## config.mk

```make
export PLATFORM = sky130hd
export DESIGN_NAME = multi_mode_shift_register
export DESIGN_NICKNAME = d
export VERILOG_FILES = /design/src/rtl/multi_mode_shift_register_pkg.sv /design/src/rtl/shift_step_unit.sv /design/src/rtl/multi_mode_shift_register.sv
export SDC_FILE = /design/constraint.sdc
export NUM_CORES = 1
export LEC_CHECK = 0
export BUFFER_PORTS_ARGS = -buffer_cell sky130_fd_sc_hd__buf_2
export CAP_MARGIN = 15
export CORE_MARGIN = 8
export CORE_UTILIZATION = 40
export DETAILED_ROUTE_END_ITERATION = 16
export PLACE_DENSITY = 0.67
export SYNTH_ARGS = -nofsm -noshare
export SYNTH_HDL_FRONTEND = slang
export SYNTH_SLANG_ARGS = --single-unit
```

## constraint.sdc

```tcl
create_clock -name clock -period 1.25 [get_ports clock]
set_input_delay 0.125 -clock clock [delete_from_list [all_inputs] [get_ports clock]]
set_output_delay 0.125 -clock clock [all_outputs]
set_load 0.02 [all_outputs]
```

## src/rtl/multi_mode_shift_register_pkg.sv

```systemverilog
// ---------------------------------------------------------------------------
// shift_pkg
// Shared definitions for multi_mode_shift_register and shift_step_unit:
//   - mode encodings (MODE_LSL, MODE_LSR, MODE_ROL, MODE_ROR, MODE_ASR)
//   - FSM state encoding (ST_IDLE, ST_SHIFT)
//   - mode_is_legal(): reports whether a mode code is supported by this build
// Build option: SHIFT_ARITH_EN -- when defined, mode 3'b100 is arithmetic
// shift right; when undefined it is an illegal mode.
// ---------------------------------------------------------------------------
package shift_pkg;

    localparam logic [2:0] MODE_LSL = 3'b000;
    localparam logic [2:0] MODE_LSR = 3'b001;
    localparam logic [2:0] MODE_ROL = 3'b010;
    localparam logic [2:0] MODE_ROR = 3'b011;
    localparam logic [2:0] MODE_ASR = 3'b100;

    typedef enum logic {
        ST_IDLE  = 1'b0,
        ST_SHIFT = 1'b1
    } state_t;

    function automatic logic mode_is_legal(input logic [2:0] m);
        logic legal;
        case (m)
            MODE_LSL, MODE_LSR, MODE_ROL, MODE_ROR: legal = 1'b1;
`ifdef SHIFT_ARITH_EN
            MODE_ASR:                               legal = 1'b1;
`endif
            default:                                legal = 1'b0;
        endcase
        return legal;
    endfunction

endpackage

```

## src/rtl/shift_step_unit.sv

```systemverilog
// ---------------------------------------------------------------------------
// shift_step_unit
// Combinational single-step shifter: given the current register value, the
// latched mode and the fill bits, produces the register value and expelled
// bits after one STEP-bit shift.
// Parameters: WIDTH (register width), STEP (bits per shift, 1..WIDTH-1)
// Ports:
//   q             in  WIDTH  current register contents
//   mode          in  3      shift mode (shift_pkg encoding)
//   shiftin       in  STEP   fill bits for logical shifts
//   q_step        out WIDTH  register contents after the shift
//   shiftout_step out STEP   bits expelled by the shift
// Build option: SHIFT_ARITH_EN enables the sign-fill (ASR) path.
// ---------------------------------------------------------------------------
module shift_step_unit
    import shift_pkg::*;
#(
    parameter int WIDTH = 8,
    parameter int STEP  = 1
) (
    input  logic [WIDTH-1:0] q,
    input  logic [2:0]       mode,
    input  logic [STEP-1:0]  shiftin,
    output logic [WIDTH-1:0] q_step,
    output logic [STEP-1:0]  shiftout_step
);

    logic [STEP-1:0]       hi_bits;     // bits leaving on a left shift
    logic [STEP-1:0]       lo_bits;     // bits leaving on a right shift
    logic [WIDTH-STEP-1:0] keep_left;   // bits that survive a left shift
    logic [WIDTH-STEP-1:0] keep_right;  // bits that survive a right shift

    assign hi_bits    = q[WIDTH-1 -: STEP];
    assign lo_bits    = q[STEP-1:0];
    assign keep_left  = q[WIDTH-STEP-1:0];
    assign keep_right = q[WIDTH-1:STEP];

`ifdef SHIFT_ARITH_EN
    logic [STEP-1:0] sign_fill;

    generate
        for (genvar gi = 0; gi < STEP; gi++) begin : g_sign_fill
            assign sign_fill[gi] = q[WIDTH-1];
        end
    endgenerate
`endif

    always_comb begin
        q_step        = q;
        shiftout_step = '0;
        case (mode)
            MODE_LSL: begin
                q_step        = {keep_left, shiftin};
                shiftout_step = hi_bits;
            end
            MODE_LSR: begin
                q_step        = {shiftin, keep_right};
                shiftout_step = lo_bits;
            end
            MODE_ROL: begin
                q_step        = {keep_left, hi_bits};
                shiftout_step = hi_bits;
            end
            MODE_ROR: begin
                q_step        = {lo_bits, keep_right};
                shiftout_step = lo_bits;
            end
`ifdef SHIFT_ARITH_EN
            MODE_ASR: begin
                q_step        = {sign_fill, keep_right};
                shiftout_step = lo_bits;
            end
`endif
            default: begin
                // Unreachable in practice: illegal modes are never latched.
                q_step        = q;
                shiftout_step = '0;
            end
        endcase
    end

endmodule

```

## src/rtl/multi_mode_shift_register.sv

```systemverilog
// ---------------------------------------------------------------------------
// multi_mode_shift_register
// Command-driven shift register: a start/count command runs a multi-cycle
// sequence of STEP-bit shifts in one of several modes (LSL, LSR, ROL, ROR,
// optionally ASR), with busy/done/err status.
// Parameters: WIDTH, STEP, CNT_W (count width), LOAD_SVALUE (sset value)
// Ports:
//   clock    in   sole clock, rising edge
//   sclr     in   synchronous active-high reset, overrides everything
//   enable   in   clock enable (done/err clearing is not gated)
//   sset     in   q <- LOAD_SVALUE (highest priority under enable)
//   load     in   q <- data
//   data     in   parallel load value
//   start    in   command strobe, accepted in IDLE only
//   mode     in   shift mode
//   count    in   number of shifts
//   shiftin  in   fill bits for logical shifts, sampled on each shift edge
//   q        out  register contents
//   shiftout out  bits expelled by the most recent shift
//   busy     out  high while a sequence is running
//   done     out  one-cycle completion pulse
//   err      out  one-cycle pulse on start with an illegal mode
// Build option: SHIFT_ARITH_EN -- enables mode 3'b100 (arithmetic right).
// ---------------------------------------------------------------------------
module multi_mode_shift_register
    import shift_pkg::*;
#(
    parameter int WIDTH       = 8,
    parameter int STEP        = 1,
    parameter int CNT_W       = 4,
    parameter int LOAD_SVALUE = 1
) (
    input  logic             clock,
    input  logic             sclr,
    input  logic             enable,
    input  logic             sset,
    input  logic             load,
    input  logic [WIDTH-1:0] data,
    input  logic             start,
    input  logic [2:0]       mode,
    input  logic [CNT_W-1:0] count,
    input  logic [STEP-1:0]  shiftin,
    output logic [WIDTH-1:0] q,
    output logic [STEP-1:0]  shiftout,
    output logic             busy,
    output logic             done,
    output logic             err
);

    localparam logic [WIDTH-1:0] SVALUE = WIDTH'(LOAD_SVALUE);

    state_t           state_reg,     state_next;
    logic [CNT_W-1:0] remaining_reg, remaining_next;
    logic [2:0]       mode_reg,      mode_next;
    logic [WIDTH-1:0] q_reg,         q_next;
    logic [STEP-1:0]  shiftout_reg,  shiftout_next;
    logic             done_reg,      done_next;
    logic             err_reg,       err_next;

    logic [WIDTH-1:0] q_step;
    logic [STEP-1:0]  shiftout_step;

    shift_step_unit #(
        .WIDTH (WIDTH),
        .STEP  (STEP)
    ) u_step (
        .q             (q_reg),
        .mode          (mode_reg),
        .shiftin       (shiftin),
        .q_step        (q_step),
        .shiftout_step (shiftout_step)
    );

    // State register
    always_ff @(posedge clock) begin
        if (sclr) begin
            state_reg     <= ST_IDLE;
            remaining_reg <= '0;
            mode_reg      <= MODE_LSL;
            q_reg         <= '0;
            shiftout_reg  <= '0;
            done_reg      <= 1'b0;
            err_reg       <= 1'b0;
        end else begin
            state_reg     <= state_next;
            remaining_reg <= remaining_next;
            mode_reg      <= mode_next;
            q_reg         <= q_next;
            shiftout_reg  <= shiftout_next;
            done_reg      <= done_next;
            err_reg       <= err_next;
        end
    end

    // Next-state logic. done/err default low so they are single-cycle pulses
    // even while enable is low.
    always_comb begin
        state_next     = state_reg;
        remaining_next = remaining_reg;
        mode_next      = mode_reg;
        q_next         = q_reg;
        shiftout_next  = shiftout_reg;
        done_next      = 1'b0;
        err_next       = 1'b0;

        if (enable) begin
            if (sset) begin
                q_next        = SVALUE;
                shiftout_next = '0;
                state_next    = ST_IDLE;
            end else if (load) begin
                q_next        = data;
                shiftout_next = '0;
                state_next    = ST_IDLE;
            end else begin
                case (state_reg)
                    ST_IDLE: begin
                        if (start) begin
                            if (mode_is_legal(mode)) begin
                                mode_next = mode;
                                if (count == '0) begin
                                    done_next = 1'b1;
                                end else begin
                                    state_next     = ST_SHIFT;
                                    remaining_next = count;
                                end
                            end else begin
                                err_next = 1'b1;
                            end
                        end
                    end
                    ST_SHIFT: begin
                        q_next         = q_step;
                        shiftout_next  = shiftout_step;
                        remaining_next = remaining_reg - CNT_W'(1);
                        if (remaining_reg == CNT_W'(1)) begin
                            state_next = ST_IDLE;
                            done_next  = 1'b1;
                        end
                    end
                    default: state_next = ST_IDLE;
                endcase
            end
        end
    end

    // Outputs
    always_comb begin
        q        = q_reg;
        shiftout = shiftout_reg;
        busy     = (state_reg == ST_SHIFT);
        done     = done_reg;
        err      = err_reg;
    end

endmodule

```

==> impl_results.md, run 1 <==
- CTS hold repair buffers: 0
- Overall die width: 69.1 um
- Die footprint: 4780 um^2
- Hold_sp: mode[0]
- Unrepaired setup endpoints after global routing: yes
- Setup TNS after final layout: -0.358 ns
- Number of DRC violations after detailed-routing iteration 0: 39
- Max Clock Skew: 0.00192 ns
- Total of flip-flops plus latches after synthesis: 19
- Flip-flop count of the largest register after layout: 8
- Maximum fanout count along the critical path: 7
- Initial antenna violation count: 0
- Worst R2R Start: mode_reg[2]
- Number of maximum-capacitance constraint violations: 0
- Mean Syn Cell Area: 9.11 um^2
- Number of standard cells after synthesis: 124
- H-tree Lvls: 1
- Vertical extent of the die: 69.1 um
- Crit start category: flip-flop
- Class of the tightest hold or removal check: input pin to flip-flop
- Total power divided by cell area: 780 nW/um^2
- Most frequent cells in the layout: 33 x sky130_fd_sc_hd__buf_2, 16 x sky130_fd_sc_hd__dfxtp_1, 13 x sky130_fd_sc_hd__buf_4
- Worst slew margin: 78.7%
- Total of endpoints with negative setup slack in the final report: 8
- Half-perimeter wire length after detailed placement: 2330 um
- Transition at the pin with the smallest max-transition slack: 0.319 ns
- Starting utilization of the core area: 41.7%
- Layout cell share with drive strength beyond 1: 42.4%
- Number of nets with antenna violations after detailed routing: 0
- Part of the Yosys area used for sequential elements: 33.7%
- Number of warning messages in the yosys log: 0
- Total number of placement rows: 19
- Drt wl/cell: 14.5 um
- Max-slew violation count: 0
- Core occupancy in the finished layout: 54.9%
- Antenna Cells: 0
- Number of buffers added by the clock tree synthesis step: 3
- Global route overflow: 0
- DR vias: 1099
- Worst skew pair latency: 0.30 ns
- Final worst setup slack: -0.0672 ns
- Number of global-route vias before repair: 1205
- Layout-stage area growth over the synthesis result: 31.8%
- DRC violation count after routing: 0
- Final min period: 1.32 ns
- Number of stages on the worst hold path: 3
- Final clock period utilization by the worst path: 105%
- Largest net degree at the start of global routing: 18
- Cell area after technology mapping: 1130 um^2
- Final net count: 197
- Failing checks: negative setup slack
- Number of cells on the worst reg-to-reg path: 6
- Global-route wire length before repair: 5130 um
- Total clock sinks: 19
- Final Hold Viols: 0
- R2R Path End: q[7]
- Core outline area: 2710 um^2
- Overall global routing resource usage: 12.3%
- Clock slew seen by the registers of the worst setup and hold paths: 0.11 ns
- Total length of routed wires: 2950 um
- Leak: 0.000646 uW
- Status: finished with violations
- Distinct cells, synth: 39
- Signal arrival time at the worst endpoint: 1.52 ns
- Port-buffer cells: 33
- Capture endpoint of the worst hold path: mode_reg[0]
- DR pass1 iterations: 4
- Peak supply drop: 0.000563 V
- FF-to-FF setup slack: -0.07 ns
- Maximum root-to-sink buffer count: 2
- I/O pin count: 34
- CP Class: flip-flop to flip-flop
- TritonCTS clock tree: yes
- Synth Net Count: 148
- Fill count: 273
- Routability Congestion: 0.806
- Kind of end point of the critical path: flip-flop
- Tot Pwr: 1160 uW
- Most common cell after layout, fill and taps aside: sky130_fd_sc_hd__buf_2
- Via density per instance: 5.41
- Cell at the root of the clock tree: sky130_fd_sc_hd__clkbuf_4
- Crit path required time: 1.45 ns
- Timing-limited maximum frequency: 759 MHz
per-stage QoR:
stage / hold WS (ns) / setup WS [ns] / instance area, um^2 / cells
detailed placement: 0.372 / -0.129 / 1410 / 197
global route: 0.0771 / -0.0977 / 1490 / 203
CTS: 0.0519 / -0.0807 / 1460 / 203
global placement: 0.356 / -0.103 / 1410 / 197
finish: 0.0549 / -0.0672 / 1490 / 203
floorplan: 0.214 / 0.0322 / 1130 / 124
what timing repair did:
item,in CTS,in global routing
buffers inserted,2,0
endpoints found under the setup margin,7,14
resized for setup,5,12
pin swaps,3,6
layout make-up:
type	count	area, um^2	share of cell area [%]
Tap cell	31	38.8	2.61
Sequential cell	19	387	26.0
Clock buffer	3	22.5	1.51
Timing Repair Buffer	49	297	19.9
Multi-Input combinational cell	94	717	48.2
Clock inverter	1	5.00	0.336
Inverter	6	22.5	1.51
cells by family (layout without fill, tap and decap cells):
group | count (synthesis) | after routing | share of synthesized area, %
AND/OR/NAND/NOR | 42 | 42 | 22.8
AO/OA/AOI/OAI | 37 | 37 | 24.5
flip-flops | 19 | 19 | 33.7
multiplexers | 13 | 13 | 11.7
buffers and inverters | 11 | 59 | 5.09
adder cells (fa/ha/maj) | 2 | 2 | 2.21
worst max-delay path: stages, from the launching register on:
cell,delay [ns]
sky130_fd_sc_hd__dfxtp_2,0.38
sky130_fd_sc_hd__buf_6,0.11
sky130_fd_sc_hd__and2b_2,0.24
sky130_fd_sc_hd__nor2_4,0.10
sky130_fd_sc_hd__nor3b_4,0.05
sky130_fd_sc_hd__buf_6,0.13
sky130_fd_sc_hd__a22o_1,0.21
Yosys cell counts:
cell type | count | area share (%)
sky130_fd_sc_hd__ha_1 | 2 | 2.2
sky130_fd_sc_hd__nand2b_1 | 1 | 0.55
sky130_fd_sc_hd__a41oi_1 | 1 | 0.78
sky130_fd_sc_hd__o21ai_1 | 3 | 1.3
sky130_fd_sc_hd__and3b_1 | 1 | 0.78
sky130_fd_sc_hd__or2_1 | 2 | 1.1
sky130_fd_sc_hd__nor3b_4 | 2 | 3.3
sky130_fd_sc_hd__or4_4 | 1 | 1.0
sky130_fd_sc_hd__nand4bb_1 | 1 | 1.0
sky130_fd_sc_hd__buf_2 | 1 | 0.44
sky130_fd_sc_hd__a21boi_1 | 1 | 0.66
sky130_fd_sc_hd__a21oi_2 | 1 | 0.78
sky130_fd_sc_hd__nand3_1 | 2 | 0.89
sky130_fd_sc_hd__dfxtp_1 | 19 | 34
sky130_fd_sc_hd__a311oi_1 | 1 | 0.78
sky130_fd_sc_hd__nor3_1 | 1 | 0.44
sky130_fd_sc_hd__inv_1 | 6 | 2.0
sky130_fd_sc_hd__mux2_2 | 2 | 2.0
sky130_fd_sc_hd__nor2_1 | 11 | 3.7
sky130_fd_sc_hd__a221oi_2 | 1 | 1.3
sky130_fd_sc_hd__and2b_1 | 1 | 0.66
sky130_fd_sc_hd__a31oi_1 | 1 | 0.55
sky130_fd_sc_hd__o21ai_0 | 11 | 4.9
sky130_fd_sc_hd__o221ai_4 | 1 | 2.3
sky130_fd_sc_hd__a32oi_1 | 1 | 0.78
sky130_fd_sc_hd__nor2b_1 | 5 | 2.8
sky130_fd_sc_hd__or3_4 | 1 | 1.0
sky130_fd_sc_hd__clkbuf_1 | 2 | 0.66
sky130_fd_sc_hd__mux2i_1 | 11 | 9.7
sky130_fd_sc_hd__a21o_1 | 1 | 0.66
sky130_fd_sc_hd__o31a_1 | 1 | 0.78
sky130_fd_sc_hd__or2b_1 | 2 | 1.3
sky130_fd_sc_hd__nand2_1 | 9 | 3.0
sky130_fd_sc_hd__buf_6 | 2 | 2.0
sky130_fd_sc_hd__a21oi_1 | 3 | 1.3
sky130_fd_sc_hd__a22o_1 | 7 | 5.4
sky130_fd_sc_hd__o22a_1 | 1 | 0.78
sky130_fd_sc_hd__nand3b_1 | 2 | 1.3
sky130_fd_sc_hd__a211oi_1 | 2 | 1.3
metal layers:
metal  up-vias  global-route usage, %  share of wire [%]
met2        25                   22.2                 51
li1        548                      -                  -
met1       520                   13.2                 43
met5         -                      0                  0
met4         0                   4.78                1.4
met3         6                   3.29                5.1
power breakdown:
group	internal, uW	switching, uW	leakage [uW]
combinational	101	113	0.000473
clock	119	201	0.0000177
sequential	616	12.0	0.000156
how the worst max path moves through the flow:
stage	startpoint	end	slack (ns)
global placement	mode_reg[2]	q[2]	-0.10
finish	mode_reg[2]	q[7]	-0.07
CTS	mode_reg[0]	q[7]	-0.08
floorplan	mode_reg[0]	q[7]	0.03
global route	mode_reg[2]	q[7]	-0.1
detailed placement	mode_reg[2]	q[6]	-0.13
(Power assumes the default switching activity.)
==> inputs of run 2 (changes only) <==
Settings changed: BUFFER_PORTS_ARGS -buffer_cell sky130_fd_sc_hd__buf_2 to -buffer_cell sky130_fd_sc_hd__clkbuf_2, HOLD_SLACK_MARGIN from default to 0.05.
==> run 2 against run 1 <==
- the run still ends with negative setup slack left
- utilization rose by 1.7 points
- setup slack improved by 0.060 ns
- die area did not move
- combinational power rose by 7%
- critical path depth fell by 1
- count of clock-buffer cells in the layout did not move
- fmax rose by 4.8%
- clock skew barely moved
- final cell count rose by 0.99%
- sequential power fell by 0.6%
- non-clock buffer count rose by 2
- first-iteration DRC count fell by 15%
- largest cell class unchanged
- largest power group unchanged
==> impl_results.md, run 2 (same netlist as run 1, synthesis figures left out) <==
- DR vias: 1125 (+2.4%)
- Max Clock Skew: 0.00156 ns (-0.000366 ns)
- Number of DRC violations after detailed-routing iteration 0: 33 (-15%)
- Starting utilization of the core area: 41.7% (unchanged)
- Fill count: 255 (-6.6%)
- Count of non-filler cells in the finished layout: 205 (+0.99%)
- Number of buffers added by the clock tree synthesis step: 3 (unchanged)
- Switching pwr: 333 uW (+2.2%)
- Worst Path Buf+Inv: 1 (-1)
- Slowest CP cell: sky130_fd_sc_hd__dfxtp_4
- Class of the tightest hold or removal check: input pin to flip-flop
- Port-buffer cells: 33 (unchanged)
- CTS hold repair buffers: 0 (unchanged)
- Initial antenna violation count: 0 (unchanged)
- Worst path top cell family by delay: compound AO/OA/AOI/OAI gates
- Total power divided by cell area: 765 nW/um^2 (-1.9%)
- Total length of routed wires: 3080 um (+4.2%)
- Internal cell power: 841 uW (+0.68%)
- Crit path required time: 1.46 ns (about the same)
- Failing checks: negative setup slack
- Global route overflow: 0 (unchanged)
- H-tree Lvls: 1 (unchanged)
- Combinational power share: 19.5% (+1.1 points)
- Vertical extent of the die: 69.1 um (unchanged)
- Unrepaired setup endpoints after global routing: yes
- Status: finished with violations
- Worst skew pair latency: 0.30 ns (about the same)
- Crit start category: flip-flop
- Overall global routing resource usage: 12.1% (-0.23 points)
- Number of nets with antenna violations after detailed routing: 0 (unchanged)
- Total of endpoints with negative setup slack in the final report: 1 (-7)
- Core outline area: 2710 um^2 (unchanged)
- Antenna Cells: 0 (unchanged)
- Design area: 1540 um^2 (+3.1%)
- Clock slew seen by the registers of the worst setup and hold paths: 0.11 ns (about the same)
- Placed Instance Area: 1400 um^2 (-0.53%)
- Most frequent cells in the layout: 32 x sky130_fd_sc_hd__clkbuf_2, 15 x sky130_fd_sc_hd__dfxtp_1, 13 x sky130_fd_sc_hd__buf_4
- Final min period: 1.26 ns (-0.0600 ns)
- Layout-stage area growth over the synthesis result: 35.9%
- Half-perimeter wire length after detailed placement: 2300 um (-1.4%)
- Ordered list of cells on the worst path: or2_4 > o221ai_4 > buf_6 > a21o_1 > a21oi_1
- Final net count: 199 (+1.0%)
- Met2 wire len: 1580 um (+4.7%)
- Cells after DPL: 196 (-0.51%)
- Leak: 0.000656 uW (+1.6%)
- Switch share: 28.4% (+0.30 points)
- Via density per instance: 5.49 (+1.4%)
- Global-route wire length before repair: 5010 um (-2.3%)
- Routability Congestion: 0.821 (+1.9%)
- Transition at the pin with the smallest max-transition slack: 0.328 ns (+0.00958 ns)
- Number of cells on the worst reg-to-reg path: 5 (-1)
- Number of stages on the worst setup path: 5 (-1)
- Final clock period utilization by the worst path: 101% (-4.8 points)
- Wl on met1: 1240 um (-1.6%)
- Die footprint: 4780 um^2 (unchanged)
- Flip-flop count of the largest register after layout: 8 (unchanged)
- Number of stages on the worst hold path: 3 (unchanged)
- Maximum root-to-sink buffer count: 2 (unchanged)
- Maximum fanout count along the critical path: 5 (-2)
- Overall die width: 69.1 um (unchanged)
- Setup TNS after final layout: -0.00725 ns (+0.350 ns)
- CP peak stage delay: 0.38 ns (about the same)
- Top routing layer in use: met4
- Signal arrival time at the worst endpoint: 1.47 ns (-0.05 ns)
- Peak supply drop: 0.000595 V (+5.8%)
- Kind of end point of the critical path: flip-flop
- Worst slew margin: 78.1% (-0.64 points)
- Total number of placement rows: 19 (unchanged)
- DR pass1 iterations: 4 (unchanged)
- Most common cell after layout, fill and taps aside: sky130_fd_sc_hd__clkbuf_2
- Number of global-route vias before repair: 1170 (-2.9%)
- Timing-limited maximum frequency: 795 MHz (+4.8%)
- Layout cell share with drive strength beyond 1: 45.4% (+3.0 points)
- Seq pwr share: 53.1% (-0.9 points)
- Drt wl/cell: 15.0 um (+3.2%)
- Number of maximum-capacitance constraint violations: 0 (unchanged)
- DRC violation count after routing: 0 (unchanged)
- Largest net degree at the start of global routing: 18 (unchanged)
- Total clock sinks: 19 (unchanged)
- Cell at the root of the clock tree: sky130_fd_sc_hd__clkbuf_4
- Core occupancy in the finished layout: 56.6% (+1.7 points)
- CP Class: flip-flop to flip-flop
- Final worst setup slack: -0.00725 ns (+0.0600 ns)
- Met3 WL post-DR: 200 um (+33%)
- TritonCTS clock tree: yes
- Share of power burned in the clock network: 27.4% (-0.2 points)
- I/O pin count: 34 (unchanged)
- Max-slew violation count: 0 (unchanged)
- Final Hold Viols: 0 (unchanged)
-- run 2: cell types whose count changed in the layout (fill, tap and decap cells not counted), moves of 2 or more --
cell and change:
sky130_fd_sc_hd__buf_6 +3, sky130_fd_sc_hd__nor2_2 +2, sky130_fd_sc_hd__clkbuf_2 +32, sky130_fd_sc_hd__buf_2 -33, sky130_fd_sc_hd__o21ai_1 +3, sky130_fd_sc_hd__o21ai_0 -4
-- run 2: path summary, 6_finish.rpt --
path	start	endpoint	slack [ns]
setup / recovery	busy	remaining_reg[2]	-0.007
hold / removal	mode[1]	mode_reg[1]	0.05
setup reg to reg	busy	remaining_reg[2]	-0.007
hold reg to reg	remaining_reg[3]	remaining_reg[3]	0.49
-- run 2: layout make-up --
type / count / area [um^2] / area share (%)
clock buffers: 3 / 22.5 / 1.47
clock inverters: 1 / 5.00 / 0.326
inverters: 6 / 22.5 / 1.47
multi-input cells: 94 / 731 / 47.6
flip-flops and latches: 19 / 390 / 25.4
well taps: 31 / 38.8 / 2.53
repair buffers: 51 / 325 / 21.2
-- run 2: stage by stage --
| step | hold WS, ns | power, uW | setup slack, ns |
|---|---|---|---|
| finish | 0.0541 | 1170 | -0.00725 |
| global placement | 0.357 | 842 | -0.0287 |
| CTS | 0.0506 | 1170 | 0.00856 |
| detailed placement | 0.373 | 848 | -0.0475 |
| floorplan | 0.214 | 759 | 0.0322 |
| global route | 0.0775 | 1240 | -0.0833 |
-- run 2: worst register-to-register path, delay by kind of cell, from the launching register on --
kind	cells	cell delay (ns)
simple gates	1	0.24
buf+inv	1	0.16
compound gates	3	0.39
flops	1	0.38
-- run 2: what timing repair did --
action,4_1_cts,5_1_grt
setup endpoints to repair,8,16
setup buffers,0,5
resized for setup,5,26
pin swaps,0,13
-- run 2: power groups by stage --
| stage | clock network [uW] | registers (uW) | logic, uW |
|---|---|---|---|
| CTS | 333 | 627 | 210 |
| detailed placement | 0 | 640 | 207 |
| global route | 363 | 626 | 251 |
| floorplan | 0 | 652 | 107 |
| global placement | 0 | 640 | 202 |
| finish | 322 | 624 | 229 |
-- run 2: routing by layer --
layer / global-route usage, % / vias to the layer above
li1: - / 550
met1: 13.0 / 530
met2: 21.3 / 37
met3: 4.01 / 8
met4: 4.33 / 0
met5: 0 / -
